`src/rtl/wb_write_queue_pkg.sv`:
```
// Shared widths, defaults and types for the regfile write queue.
package wb_write_queue_pkg;

  // Regfile geometry shared with the decode-stage register file.
  localparam int unsigned REG_ADDR  = 5;
  localparam int unsigned REG_SIZE  = 32;
  localparam int unsigned REG_N     = 32;
  // Default number of port-B queue entries.
  localparam int unsigned WBQ_DEPTH = 4;

  // Which source drives the output register this cycle.
  typedef enum logic [1:0] {
    SrcIdle,
    SrcPortA,
    SrcQueue,
    SrcPortB
  } out_src_e;

  // r0 is hardwired to zero, so writes to it are dropped.
  function automatic logic is_r0(input logic [REG_ADDR-1:0] r);
    return r == '0;
  endfunction

endpackage

```
`src/rtl/wbq_fifo.sv`:
```
// Port-B holding queue: storage, per-entry valid bits, pointers, occupancy
// and invalidate-by-address. Invalidated entries keep their slot.
module wbq_fifo
  import wb_write_queue_pkg::*;
#(
  parameter int unsigned DEPTH = WBQ_DEPTH
) (
  input  logic                                clk,
  input  logic                                rst,
  input  logic                                push,
  input  logic [REG_ADDR-1:0]                 push_reg,
  input  logic [REG_SIZE-1:0]                 push_data,
  input  logic                                pop,
  input  logic                                inv_en,
  input  logic [REG_ADDR-1:0]                 inv_reg,
  output logic [DEPTH-1:0]                    ent_vld,
  output logic [DEPTH-1:0][REG_ADDR-1:0]      ent_reg,
  output logic [DEPTH-1:0][REG_SIZE-1:0]      ent_data,
  output logic [$clog2(DEPTH)-1:0]            rd_ptr,
  output logic [$clog2(DEPTH):0]              count
);

  localparam int unsigned PW = $clog2(DEPTH);
  localparam int unsigned CW = PW + 1;

  logic [PW-1:0] wr_ptr;
  logic          push_vld;

  // An entry pushed alongside a same-register port-A write is already stale.
  assign push_vld = !(inv_en && (inv_reg == push_reg));

  // Control state: valid bits, pointers and occupancy.
  always_ff @(posedge clk) begin
    if (rst) begin
      ent_vld <= '0;
      rd_ptr  <= '0;
      wr_ptr  <= '0;
      count   <= '0;
    end else begin
      for (int i = 0; i < DEPTH; i++) begin
        if (inv_en && ent_vld[i] && (ent_reg[i] == inv_reg)) ent_vld[i] <= 1'b0;
      end
      if (pop) begin
        ent_vld[rd_ptr] <= 1'b0;
        rd_ptr          <= rd_ptr + PW'(1);
      end
      if (push) begin
        ent_vld[wr_ptr] <= push_vld;
        wr_ptr          <= wr_ptr + PW'(1);
      end
      count <= count + CW'(push) - CW'(pop);
    end
  end

  // Payload storage needs no reset; valid bits gate every use.
  always_ff @(posedge clk) begin
    if (push) begin
      ent_reg[wr_ptr]  <= push_reg;
      ent_data[wr_ptr] <= push_data;
    end
  end

endmodule

```
`src/rtl/wb_write_queue.sv`:
```
// Merges the in-order writeback path (A) and a long-latency unit (B) onto
// the single regfile write port, with pending-write lookup for forwarding.
module wb_write_queue
  import wb_write_queue_pkg::*;
#(
  parameter int unsigned DEPTH = WBQ_DEPTH
) (
  input  logic                      clk,
  input  logic                      rst,
  input  logic                      a_valid,
  input  logic [REG_ADDR-1:0]       a_reg,
  input  logic [REG_SIZE-1:0]       a_data,
  input  logic                      b_valid,
  output logic                      b_ready,
  input  logic [REG_ADDR-1:0]       b_reg,
  input  logic [REG_SIZE-1:0]       b_data,
  output logic                      regwrite,
  output logic [REG_ADDR-1:0]       wreg,
  output logic [REG_SIZE-1:0]       wdata,
  input  logic [REG_ADDR-1:0]       rreg1,
  input  logic [REG_ADDR-1:0]       rreg2,
  output logic                      pend_hit1,
  output logic                      pend_hit2,
  output logic [REG_SIZE-1:0]       pend_data1,
  output logic [REG_SIZE-1:0]       pend_data2,
  output logic [$clog2(DEPTH):0]    q_count
);

  localparam int unsigned PW = $clog2(DEPTH);

  logic [DEPTH-1:0]               ent_vld;
  logic [DEPTH-1:0][REG_ADDR-1:0] ent_reg;
  logic [DEPTH-1:0][REG_SIZE-1:0] ent_data;
  logic [PW-1:0]                  rd_ptr;

  out_src_e            src;
  logic                b_xfer, push, pop, inv_en;
  logic                regwrite_d;
  logic [REG_ADDR-1:0] wreg_d;
  logic [REG_SIZE-1:0] wdata_d;

  // Ready depends only on registered occupancy, never on this cycle's pops.
  assign b_ready = (q_count != ($clog2(DEPTH)+1)'(DEPTH));
  assign b_xfer  = b_valid && b_ready;
  assign inv_en  = a_valid && !is_r0(a_reg);

  // Output source priority: A, then queue head, then direct B.
  always_comb begin
    src = SrcIdle;
    if (a_valid)              src = SrcPortA;
    else if (q_count != '0)   src = SrcQueue;
    else if (b_xfer)          src = SrcPortB;
  end

  assign pop  = (src == SrcQueue);
  assign push = b_xfer && (src != SrcPortB) && !is_r0(b_reg);

  // Next value of the registered write port; zeroed when nothing is written.
  always_comb begin
    regwrite_d = 1'b0;
    wreg_d     = '0;
    wdata_d    = '0;
    unique case (src)
      SrcPortA: if (!is_r0(a_reg)) begin
        regwrite_d = 1'b1;
        wreg_d     = a_reg;
        wdata_d    = a_data;
      end
      SrcQueue: if (ent_vld[rd_ptr]) begin
        regwrite_d = 1'b1;
        wreg_d     = ent_reg[rd_ptr];
        wdata_d    = ent_data[rd_ptr];
      end
      SrcPortB: if (!is_r0(b_reg)) begin
        regwrite_d = 1'b1;
        wreg_d     = b_reg;
        wdata_d    = b_data;
      end
      default: ;
    endcase
  end

  // Registered regfile write port.
  always_ff @(posedge clk) begin
    if (rst) begin
      regwrite <= 1'b0;
      wreg     <= '0;
      wdata    <= '0;
    end else begin
      regwrite <= regwrite_d;
      wreg     <= wreg_d;
      wdata    <= wdata_d;
    end
  end

  wbq_fifo #(
    .DEPTH (DEPTH)
  ) u_fifo (
    .clk       (clk),
    .rst       (rst),
    .push      (push),
    .push_reg  (b_reg),
    .push_data (b_data),
    .pop       (pop),
    .inv_en    (inv_en),
    .inv_reg   (a_reg),
    .ent_vld   (ent_vld),
    .ent_reg   (ent_reg),
    .ent_data  (ent_data),
    .rd_ptr    (rd_ptr),
    .count     (q_count)
  );

  logic [1:0][REG_ADDR-1:0] rreg_sel;
  logic [1:0]               hit;
  logic [1:0][REG_SIZE-1:0] hit_data;

  assign rreg_sel = {rreg2, rreg1};

  // Lookup: output stage first, then queue walked oldest to youngest so the
  // youngest valid match overrides.
  always_comb begin
    hit      = '0;
    hit_data = '0;
    for (int k = 0; k < 2; k++) begin
      if (!is_r0(rreg_sel[k])) begin
        if (regwrite && (wreg == rreg_sel[k])) begin
          hit[k]      = 1'b1;
          hit_data[k] = wdata;
        end
        for (int i = 0; i < DEPTH; i++) begin
          if (ent_vld[rd_ptr + PW'(i)] && (ent_reg[rd_ptr + PW'(i)] == rreg_sel[k])) begin
            hit[k]      = 1'b1;
            hit_data[k] = ent_data[rd_ptr + PW'(i)];
          end
        end
      end
    end
  end

  assign pend_hit1  = hit[0];
  assign pend_hit2  = hit[1];
  assign pend_data1 = hit_data[0];
  assign pend_data2 = hit_data[1];

endmodule

```
`config.mk`:
```
export PLATFORM = sky130hd
export DESIGN_NAME = wb_write_queue
export DESIGN_NICKNAME = d
export VERILOG_FILES = /design/src/rtl/wb_write_queue_pkg.sv /design/src/rtl/wbq_fifo.sv /design/src/rtl/wb_write_queue.sv
export SDC_FILE = /design/constraint.sdc
export NUM_CORES = 1
export LEC_CHECK = 0
export ABC_AREA = 1
export CAP_MARGIN = 0
export CORE_ASPECT_RATIO = 0.75
export CORE_UTILIZATION = 25
export DETAILED_ROUTE_END_ITERATION = 8
export GPL_ROUTABILITY_DRIVEN = 0
export PLACE_DENSITY_LB_ADDON = 0.1
export SLEW_MARGIN = 15
export SYNTH_ARGS = -nofsm -noshare
export SYNTH_HDL_FRONTEND = slang
export SYNTH_SLANG_ARGS = --single-unit
```
`constraint.sdc`:
```
create_clock -name clk -period 5 [get_ports clk]
set_input_delay 0.5 -clock clk [delete_from_list [all_inputs] [get_ports clk]]
set_output_delay 0.5 -clock clk [all_outputs]
set_load 0.1 [all_outputs]
```
# After elaboration in Yosys (flattened, before gate mapping)
# Cells that the tools add are included.
# word_totals
ff_bits	197
elab_cells	168
# classes
bitwise_logic	2
n_mux	85
n_eq_ne	20
n_reduce_logical	33
magnitude_cmp	7
addsub	6
# ops
cell	count
$mux 32	20
$bmux 32 s2	4
$bwmux 128	1
$pmux 32 s3	1
$eq 5x5->1	15
$demux 32 s2	1
$bmux 5 s2	4
$mux 5	8
$mux 1	29
$logic_and 1x1->1	25
$bwmux 20	1
$logic_not 5->1	4
$lt 2x3->1 const B	5
$pmux 5 s3	1
$mux 4	3
$demux 5 s2	1
$bmux 1 s2	4
$mux 2	3
$add 2x1->2 const B	2
$add 2x2->2 const B	2
$and 4x4->4	1
$bwmux 4	1
$demux 1 s2	2
$eq 2x2->1 const B	2
10 further kinds	13

# Depth between registers and ports, before layout
# Gate-level depths: netlist (run 1).
# depth
depth_word	12
depth_mapped	20
ltp_nobuf	13

# Hierarchy
# A second synthesis (run 1) with hierarchy kept.
# unflattened
hier_cells	2434
area_unflattened_um2	15348.5
# modules_own_cells
mod	area_each_um2	cells_each	n_inst
wb_write_queue	9824.4	2089	1
wbq_fifo	5524.0	345	1

# Least setup slack after synthesis (run 1)
# No wires, ideal clock.
# synth_timing
path_type	register -> output
from	register u_fifo.rd_ptr[1]
to	output port pend_data2[12]
slack_ns	0.393
arrival_ns	4.107
stages_incl_launch_ff	19
n_path_buf	7
path_cell_list	dfxtp_1 > buf_6 > inv_2 > buf_2 > buf_2 > clkbuf_1 > ha_1 > inv_2 > buf_2 > nand3_2 > nand2_1 > nand2_1 > a21oi_1 > nand3_2 > buf_4 > buf_6 > nand3_2 > nand2_1 > a21oi_1
# synth_via
elab_chain_cells	9
word_cells_on_any_way	40
cone_classes	add/sub: 3; eq/ne: 4; mux: 29; reduce/logical: 4
# synth_lines
item	line_no	source
from (decl)	wbq_fifo.sv:19	output logic [$clog2(DEPTH)-1:0] rd_ptr,
from (signal assigned)	wbq_fifo.sv:45	rd_ptr <= rd_ptr + PW'(1);
$add 2x1->2 / $bmux 5 s2 (equally long branches)	wb_write_queue.sv:132, wb_write_queue.sv:134	
$bmux 5 s2 / $mux 5 (equally long branches)	wb_write_queue.sv:132	if (ent_vld[rd_ptr + PW'(i)] && (ent_reg[rd_ptr + PW'(i)] == rreg_sel[k])) begin
$mux 5 (implied by the code) / $eq 5x5->1 (equally long branches)	wb_write_queue.sv:132	
$eq 5x5->1 / $logic_and 1x1->1 (equally long branches)	wb_write_queue.sv:132	
$logic_and 1x1->1 / $mux 32 (equally long branches)	wb_write_queue.sv:132	
$mux 32 (2 in a row)	wb_write_queue.sv:132	
$mux 32 (*)	wb_write_queue.sv:132	
$mux 32 (*)	wb_write_queue.sv:126	if (!is_r0(rreg_sel[k])) begin
to (decl)	wb_write_queue.sv:25	output logic [REG_SIZE-1:0] pend_data2,
# Mark *: on every way between the ends. The rest lies on a longest branch, timed or not. The select of a mux whose other input is x is not followed.

# Worst setup path in the final report (run 1)
# layout_timing
from	register u_fifo.rd_ptr[0]
to	output port pend_data2[0]
# The elaborated chain is that of the path after synthesis.

==> results of run 1 <==
[how the worst max path moves through the flow]
stage	end	slack, ns
floorplan	pend_data2[12]	0.39
global placement	pend_data2[20]	0.87
detailed placement	pend_data2[0]	0.87
CTS	pend_data2[0]	0.28
global route	pend_data2[0]	0.01
finish	pend_data2[0]	0.16
[layout make-up]
| class | instances | area (sq um) | share of cell area, % |
|---|---|---|---|
| inverters | 174 | 663 | 3.46 |
| clock buffers | 19 | 454 | 2.37 |
| well taps | 800 | 1000 | 5.23 |
| multi-input cells | 1783 | 8480 | 44.3 |
| flip-flops and latches | 197 | 5430 | 28.4 |
| clock inverters | 13 | 139 | 0.725 |
| repair buffers | 234 | 2980 | 15.5 |
[worst max-delay path: cells and delay by family (launching register included)]
family | cells | cell delay (ns)
AND/OR/NAND/NOR | 6 | 0.85
AO/OA/AOI/OAI | 1 | 0.57
buffers and inverters | 5 | 1.65
adder cells (fa/ha/maj) | 1 | 0.34
flip-flops | 1 | 0.38
[layer usage]
layer  wire, microns  track usage, %  vias to the layer above
met5               0               0                        -
met4            1640            7.35                        0
met3            4290            3.66                       85
met2           27400            31.2                      619
met1           32900            31.3                     7446
li1                -               -                     7799
[placed cells by master, fill, tap and decap left out, types with 2 or more instances in the layout]
| cell | Yosys | layout |
|---|---|---|
| inv_2 | 6 | 10 |
| nand2_2 | 18 | 18 |
| nand3_1 | 120 | 118 |
| clkbuf_16 | 0 | 18 |
| xor2_1 | 14 | 14 |
| a22oi_1 | 29 | 29 |
| o21a_1 | 2 | 2 |
| o22ai_1 | 3 | 3 |
| mux2i_1 | 2 | 2 |
| inv_6 | 0 | 5 |
| buf_12 | 1 | 70 |
| edfxtp_1 | 148 | 148 |
| a21oi_1 | 97 | 97 |
| nand3_2 | 32 | 32 |
| nor2_1 | 326 | 325 |
| and2_1 | 2 | 2 |
| a21oi_2 | 12 | 12 |
| clkinvlp_4 | 0 | 2 |
| ha_1 | 10 | 9 |
| nor3_1 | 9 | 9 |
| o21ai_1 | 36 | 36 |
| nor2_2 | 16 | 16 |
| nor2_4 | 7 | 8 |
| dfxtp_1 | 49 | 48 |
| nand3_4 | 3 | 5 |
| nand2_1 | 697 | 697 |
| a31oi_1 | 8 | 8 |
| clkdlybuf4s50_1 | 0 | 129 |
| inv_1 | 165 | 161 |
| xnor2_1 | 16 | 16 |
| nand4_1 | 75 | 75 |
| o21ai_0 | 239 | 238 |
| inv_8 | 1 | 2 |
| clkinv_4 | 0 | 2 |
| buf_4 | 30 | 34 |
[power groups by stage]
stage	sequential (mW)	combinational, mW	clock (mW)
finish	2.11	4.63	1.46
global route	2.13	5.05	1.57
CTS	2.11	4.61	1.52
detailed placement	2.14	4.60	0
global placement	2.15	4.59	0
floorplan	2.47	2.90	0
[logic make-up after synthesis]
logic type / share of synthesized area, %
AND/OR/NAND/NOR: 36.7
AO/OA/AOI/OAI: 14.8
buffers and inverters: 10.7
flip-flops: 35.0
XOR/XNOR: 1.80
adder cells (fa/ha/maj): 0.936
multiplexers: 0.129
[through the flow]
| step | hold WS [ns] | worst slack [ns] | instances | area, sq um |
|---|---|---|---|---|
| after global placement | 0.482 | 0.870 | 3188 | 18500 |
| after detailed placement | 0.493 | 0.866 | 3188 | 18500 |
| after CTS | 0.505 | 0.280 | 3220 | 19100 |
| after global routing | 0.529 | 0.0104 | 3220 | 19100 |
| final | 0.502 | 0.158 | 3220 | 19100 |
| after floorplan | 0.455 | 0.393 | 2318 | 15500 |
==> summary.md, run 1 <==
| Metric | Value |
|---|---|
| Status | completed |
| Pwr Total | 8.20 mW |
| Post-synth EDFFs | 148 |
| Arr. time, crit path | 4.34 ns |
| Worst Hold End | u_fifo.ent_vld[1]$_SDFF_PP0_ |
| Flop2flop setup slack | 1.93 ns |
| Final setup viols | 0 |
| Die Y | 218 microns |
| DRC viols | 0 |
| Clock network power share | 17.8% |
| Highest clock rate | 0.207 GHz |
| Period utilisation layout | 96.8% |
| Clock Skew | 0.0183 ns |
| Switching power | 4.33 mW |
| Slew Viols, Final | 0 |
| Max incr delay on CP | 0.57 ns |
| Clock-pin slew of the registers on the worst-case setup and hold paths | 0.08 ns |
| Final HPWL DP | 44300 microns |
| Seq pwr share | 25.7% |
| Combinational share of power | 56.5% |
| RSZ-0062 raised after global routing | no |
| Ranking of synthesized cells by area | edfxtp_1, nand2_1, nor2_1 |
| FF-to-FF End | wdata[24]$_SDFF_PP0_ |
| Slew @ Worst Pin | 1.13 ns |
| Routed Antenna Nets | 0 |
| Cell taking the most area after synthesis | edfxtp_1 |
| Bufs on Longest Clock Path | 2 |
| Die X-Extent | 290 microns |
| List of most frequent post-synthesis cells | nand2_1, nor2_1, o21ai_0 |
| Row cnt | 78 |
| Synthesized cell area | 15500 sq um |
| Synth top area share | 28.7% |
| DRT iter0 DRCs | 1399 |
| Flip-flop and latch count after synthesis | 197 |
| Power density cells | 429 nW/um^2 |
| CP startpoint | u_fifo.rd_ptr[0]$_SDFFE_PP0P_ |
| Slew margin rel. | 24.3% |
| Final Core Density | 31.4% |
| Number of global-route vias before repair | 15220 |
| Resized Gates After CTS | 0 |
| Share of layout cells above drive strength 1 | 10.2% |
| Fillers | 6545 |
| CTS Sinks | 197 |
| Worst-path maximum fanout | 48 |
| Max FFs per register | 128 |
| Setup TNS | 0 ns |
| Sw Ratio | 52.8% |
| Final Hold Viols | 0 |
| Maxcap violations | 0 |
| Ys async rst share | 0% |
| Worst R2R Start | u_fifo.rd_ptr[0]$_SDFFE_PP0P_ |
| Initial antenna violation count | 0 |
| Avg Inst Size Synth | 6.69 sq um |
| CORE AREA | 60900 sq um |
| P&R area growth vs syn | 23.5% |
| Peak supply drop | 355 uV |
| Count leader, synth | nand2_1 |
| Starting Density | 25.5% |
| Largest net degree at the start of global routing | 224 |
| DR WL/cell | 20.6 microns |
| Vias per std cell | 4.95 |
| Hold Crit Depth | 2 |
| ANT cells | 0 |
| Syn Nets | 2417 |
| Final min period | 4.84 ns |
| CP required | 4.50 ns |
| Total wire length | 66300 microns |
| Leakage | 7.69 nW |
| Sequential element share of the synthesized area | 35.0% |
| PortBufs | 195 |
| Mapped Cells | 2318 |
| Root Buffer | clkbuf_16 |
| CTS buffer count | 17 |
| CP Capture Type | output pin |
| CP max stage cell | a21oi_1 |
| CTS Hold Buffers Added | 0 |
| Startpoint types | flop |
| Worst-Skew Late Latency | 0.52 ns |
| Hold_sp | u_fifo.ent_vld[1]$_SDFF_PP0_ |
| P_int | 3.87 mW |
| Hold Path Class | reg -> reg |
| Htree depth | 4 |
| Remaining Overflow, GRT | 0 |
| Synth cell types | 46 |
| TritonCTS clock tree | built |
| Ys flop type | edfxtp_1 |
| I/O pin cnt | 196 |
| Syn. warnings | 0 |
| Die area | 63000 sq um |
| GRT Total Usage | 21.4% |
| Crit-path cells | inv_8, ha_4, inv_2, nand3_1, nand3_1, nand2_1, nor2_1, nand4_1, inv_2, buf_12, nor2_1, a21oi_1, buf_12 |
| DRT Pass-1 Iters | 6 |
| Global-route wire length before repair | 98500 microns |
| R2r worst-path depth | 7 |
| Fin nets | 2506 |
| Via count | 15949 |
| Post-CTS Setup Inserts | 0 |
| WS Path Type | reg -> out |
Power figures use the tool's default switching activity.
==> run 2: changes to the inputs <==
--- a/config.mk
+++ b/config.mk
@@ -8,6 +8,7 @@
 export ABC_AREA = 1
 export CAP_MARGIN = 0
 export CORE_ASPECT_RATIO = 0.75
+export CORE_MARGIN = 2
 export CORE_UTILIZATION = 25
 export DETAILED_ROUTE_END_ITERATION = 8
 export GPL_ROUTABILITY_DRIVEN = 0
==> run 2 against run 1 <==
Register-to-register slack improved by 0.28 ns. Non-clock buffer count is 6 higher. Flip-flop and latch count did not move. Global-route usage shrank 0.93 points. Cell count grew 0.50%. Die area increased by 1.6%. Utilization decreased by 0.34 points. Sequential power is essentially flat. Sequential share of layout area barely moved. Count of clock-buffer cells in the layout is 1 higher. Critical path type unchanged. Largest power group unchanged.
==> summary.md, run 2 (synthesized netlist as in run 1, its figures left out) <==
| Metric | Value |
|---|---|
| Status | completed |
| R2r worst-path depth | 6 (-1) |
| GRT Total Usage | 20.4% (-0.93 points) |
| Slew margin rel. | 28.8% (+4.4 points) |
| DRT Pass-1 Iters | 5 (-1) |
| Routed Antenna Nets | 0 (unchanged) |
| Setup TNS | 0 ns (unchanged) |
| Slew Viols, Final | 0 (unchanged) |
| Maxcap violations | 0 (unchanged) |
| Clock Skew | 0.0110 ns (-0.00733 ns) |
| Peak supply drop | 218 uV (-39%) |
| Starting Density | 25.1% (-0.32 points) |
| Die Y | 220 microns (+0.92%) |
| Number of global-route vias before repair | 14864 (-2.3%) |
| Combinational share of power | 56.5% (about the same) |
| Switching power | 4.33 mW (about the same) |
| CTS Hold Buffers Added | 0 (unchanged) |
| Period utilisation layout | 94.6% (-2.3 points) |
| DR WL/cell | 20.2 microns (-2.1%) |
| CP startpoint | u_fifo.rd_ptr[0]$_SDFFE_PP0P_ |
| DRT iter0 DRCs | 1405 (+0.43%) |
| Fin nets | 2512 (+0.24%) |
| Crit-path cells | inv_8, ha_4, inv_2, nand3_1, nand2_1, nand2_1, nand3_1, nor2_1, nand4_1, inv_2, buf_4, nor2_1, a21oi_1, buf_12 |
| Final cell count without fillers | 3236 (+0.50%) |
| Most frequent cells in the layout | nand2_1, nor2_1, o21ai_0, inv_1, edfxtp_1 |
| Worst-Skew Late Latency | 0.49 ns (-0.03 ns) |
| CTS Sinks | 197 (unchanged) |
| Global-route wire length before repair | 96700 microns (-1.8%) |
| Arr. time, crit path | 4.23 ns (-0.11 ns) |
| Inst Count DP | 3204 (+0.50%) |
| Largest net degree at the start of global routing | 85 (-62%) |
| P&R area growth vs syn | 23.7% |
| Total wire length | 65200 microns (-1.6%) |
| Hold Path Class | reg -> reg |
| Worst-path maximum fanout | 30 (-38%) |
| Final setup viols | 0 (unchanged) |
| Row cnt | 79 (+1.3%) |
| Die X-Extent | 292 microns (+0.69%) |
| CP Capture Type | output pin |
| Power density cells | 430 nW/um^2 (+0.29%) |
| Vias per std cell | 4.90 (-1.1%) |
| Slew @ Worst Pin | 1.06 ns (-0.0692 ns) |
| RSZ-0062 raised after global routing | no |
| Bufs on Longest Clock Path | 2 (unchanged) |
| Final HPWL DP | 44800 microns (+1.0%) |
| WHS | 0.502 ns (+0.000245 ns) |
| TritonCTS clock tree | built |
| Flop2flop setup slack | 2.21 ns (+0.28 ns) |
| Seq pwr share | 25.8% (about the same) |
| Highest clock rate | 0.211 GHz (+2.4%) |
| FF-to-FF End | wdata[19]$_SDFF_PP0_ |
| P_int | 3.91 mW (+0.97%) |
| Most common cell after layout, fill and taps aside | nand2_1 |
| Share of layout cells above drive strength 1 | 10.4% (+0.18 points) |
| CTS buffer count | 17 (unchanged) |
| CORE AREA | 61700 sq um (+1.3%) |
| Initial antenna violation count | 0 (unchanged) |
| Root Buffer | clkbuf_16 |
| ANT cells | 0 (unchanged) |
| Final Hold Viols | 0 (unchanged) |
| Max incr delay on CP | 0.56 ns (about the same) |
| Die area | 64000 sq um (+1.6%) |
| PortBufs | 195 (unchanged) |
| DRC viols | 0 (unchanged) |
| I/O pin cnt | 196 (unchanged) |
| Final min period | 4.73 ns (-0.113 ns) |
| Worst R2R Start | u_fifo.rd_ptr[0]$_SDFFE_PP0P_ |
| CP required | 4.50 ns (about the same) |
| Max FFs per register | 128 (unchanged) |
| CP max stage cell | dfxtp_4 |
| Startpoint types | flop |
| Htree depth | 4 (unchanged) |
| CP endpoint | pend_data1[22] |
| Sw Ratio | 52.6% (-0.24 points) |
| Clock-pin slew of the registers on the worst-case setup and hold paths | 0.07 ns (about the same) |
| WS Path Type | reg -> out |
| Leakage | 7.71 nW (+0.19%) |
| Remaining Overflow, GRT | 0 (unchanged) |
| Clock network power share | 17.8% (about the same) |
| Via count | 15858 (-0.57%) |
==> run 2: cell count changes in the layout (fill, tap and decap cells not counted), sizes merged <==
cell,before,now
buf,105,111
bufinv,1,2
clkbuf,19,20
clkinv,5,3
clkinvlp,2,3
inv,179,178
==> run 2: worst min-delay path by stage <==
| stage | slack [ns] | to | depth (start not counted) | from |
|---|---|---|---|---|
| floorplan | 0.45 | u_fifo.ent_vld[1]$_SDFF_PP0_ | 2 | u_fifo.ent_vld[1]$_SDFF_PP0_ |
| global placement | 0.48 | u_fifo.ent_vld[1]$_SDFF_PP0_ | 2 | u_fifo.ent_vld[1]$_SDFF_PP0_ |
| detailed placement | 0.49 | u_fifo.ent_vld[1]$_SDFF_PP0_ | 2 | u_fifo.ent_vld[1]$_SDFF_PP0_ |
| CTS | 0.50 | u_fifo.ent_vld[1]$_SDFF_PP0_ | 2 | u_fifo.ent_vld[1]$_SDFF_PP0_ |
| global route | 0.54 | u_fifo.ent_vld[3]$_SDFF_PP0_ | 2 | u_fifo.ent_vld[3]$_SDFF_PP0_ |
| finish | 0.50 | u_fifo.ent_vld[1]$_SDFF_PP0_ | 2 | u_fifo.ent_vld[1]$_SDFF_PP0_ |
==> run 2: routing by layer <==
layer  wire length [microns]  GRT usage (%)  vias up
li1                        -              -     7803
met1                   31100           28.3     7381
met2                   28000           31.5      588
met3                    4510           4.31       86
met4                    1640           6.80        0
met5                       0              0        -
==> run 2: repair_timing <==
action	CTS	global route
resized for setup	0	1
endpoints found under the setup margin	0	1
buffers inserted	0	0
==> run 2: layout make-up <==
cell class / instances / area (sq um)
clock buffer: 20 / 447
clock inverter: 12 / 139
fill: 6676 / 42500
inverter: 174 / 663
multi-input combinational: 1783 / 8480
sequential: 197 / 5430
tap: 810 / 1010
timing repair buffer: 240 / 3000
==> run 2: worst max-delay path, delay by kind of cell (launching register included) <==
family,cells,cell delay [ns]
adders and majority gates,1,0.42
DFF,1,0.56
buffers and inverters,5,1.34
and+or+nand+nor,7,0.88
AOI/OAI and AO/OA,1,0.49
==> run 2: metrics by stage <==
stage	total power, mW	instance area [sq um]	setup slack (ns)	util, %
after floorplan	5.37	15500	0.393	-
after global placement	6.76	18600	0.888	30.1
after detailed placement	6.78	18600	0.842	30.1
after CTS	8.27	19200	0.259	31.1
after global routing	8.79	19200	0.0521	31.1
final	8.24	19200	0.271	31.1
==> run 2: power groups by stage <==
stage	clock (mW)	combinational, mW	sequential, mW
global placement	0	4.60	2.16
detailed placement	0	4.62	2.16
floorplan	0	2.90	2.47
finish	1.46	4.66	2.12
global route	1.56	5.07	2.15
CTS	1.51	4.63	2.13
==> run 3: changes to the inputs <==
--- a/config.mk
+++ b/config.mk
@@ -10,6 +10,7 @@
 export CORE_ASPECT_RATIO = 0.75
 export CORE_MARGIN = 2
 export CORE_UTILIZATION = 25
+export CTS_CLUSTER_DIAMETER = 100
 export DETAILED_ROUTE_END_ITERATION = 8
 export GPL_ROUTABILITY_DRIVEN = 0
 export PLACE_DENSITY_LB_ADDON = 0.1
==> results of run 3 <==
Same layout as run 2: the final DEF is identical, and so are final timing and power.
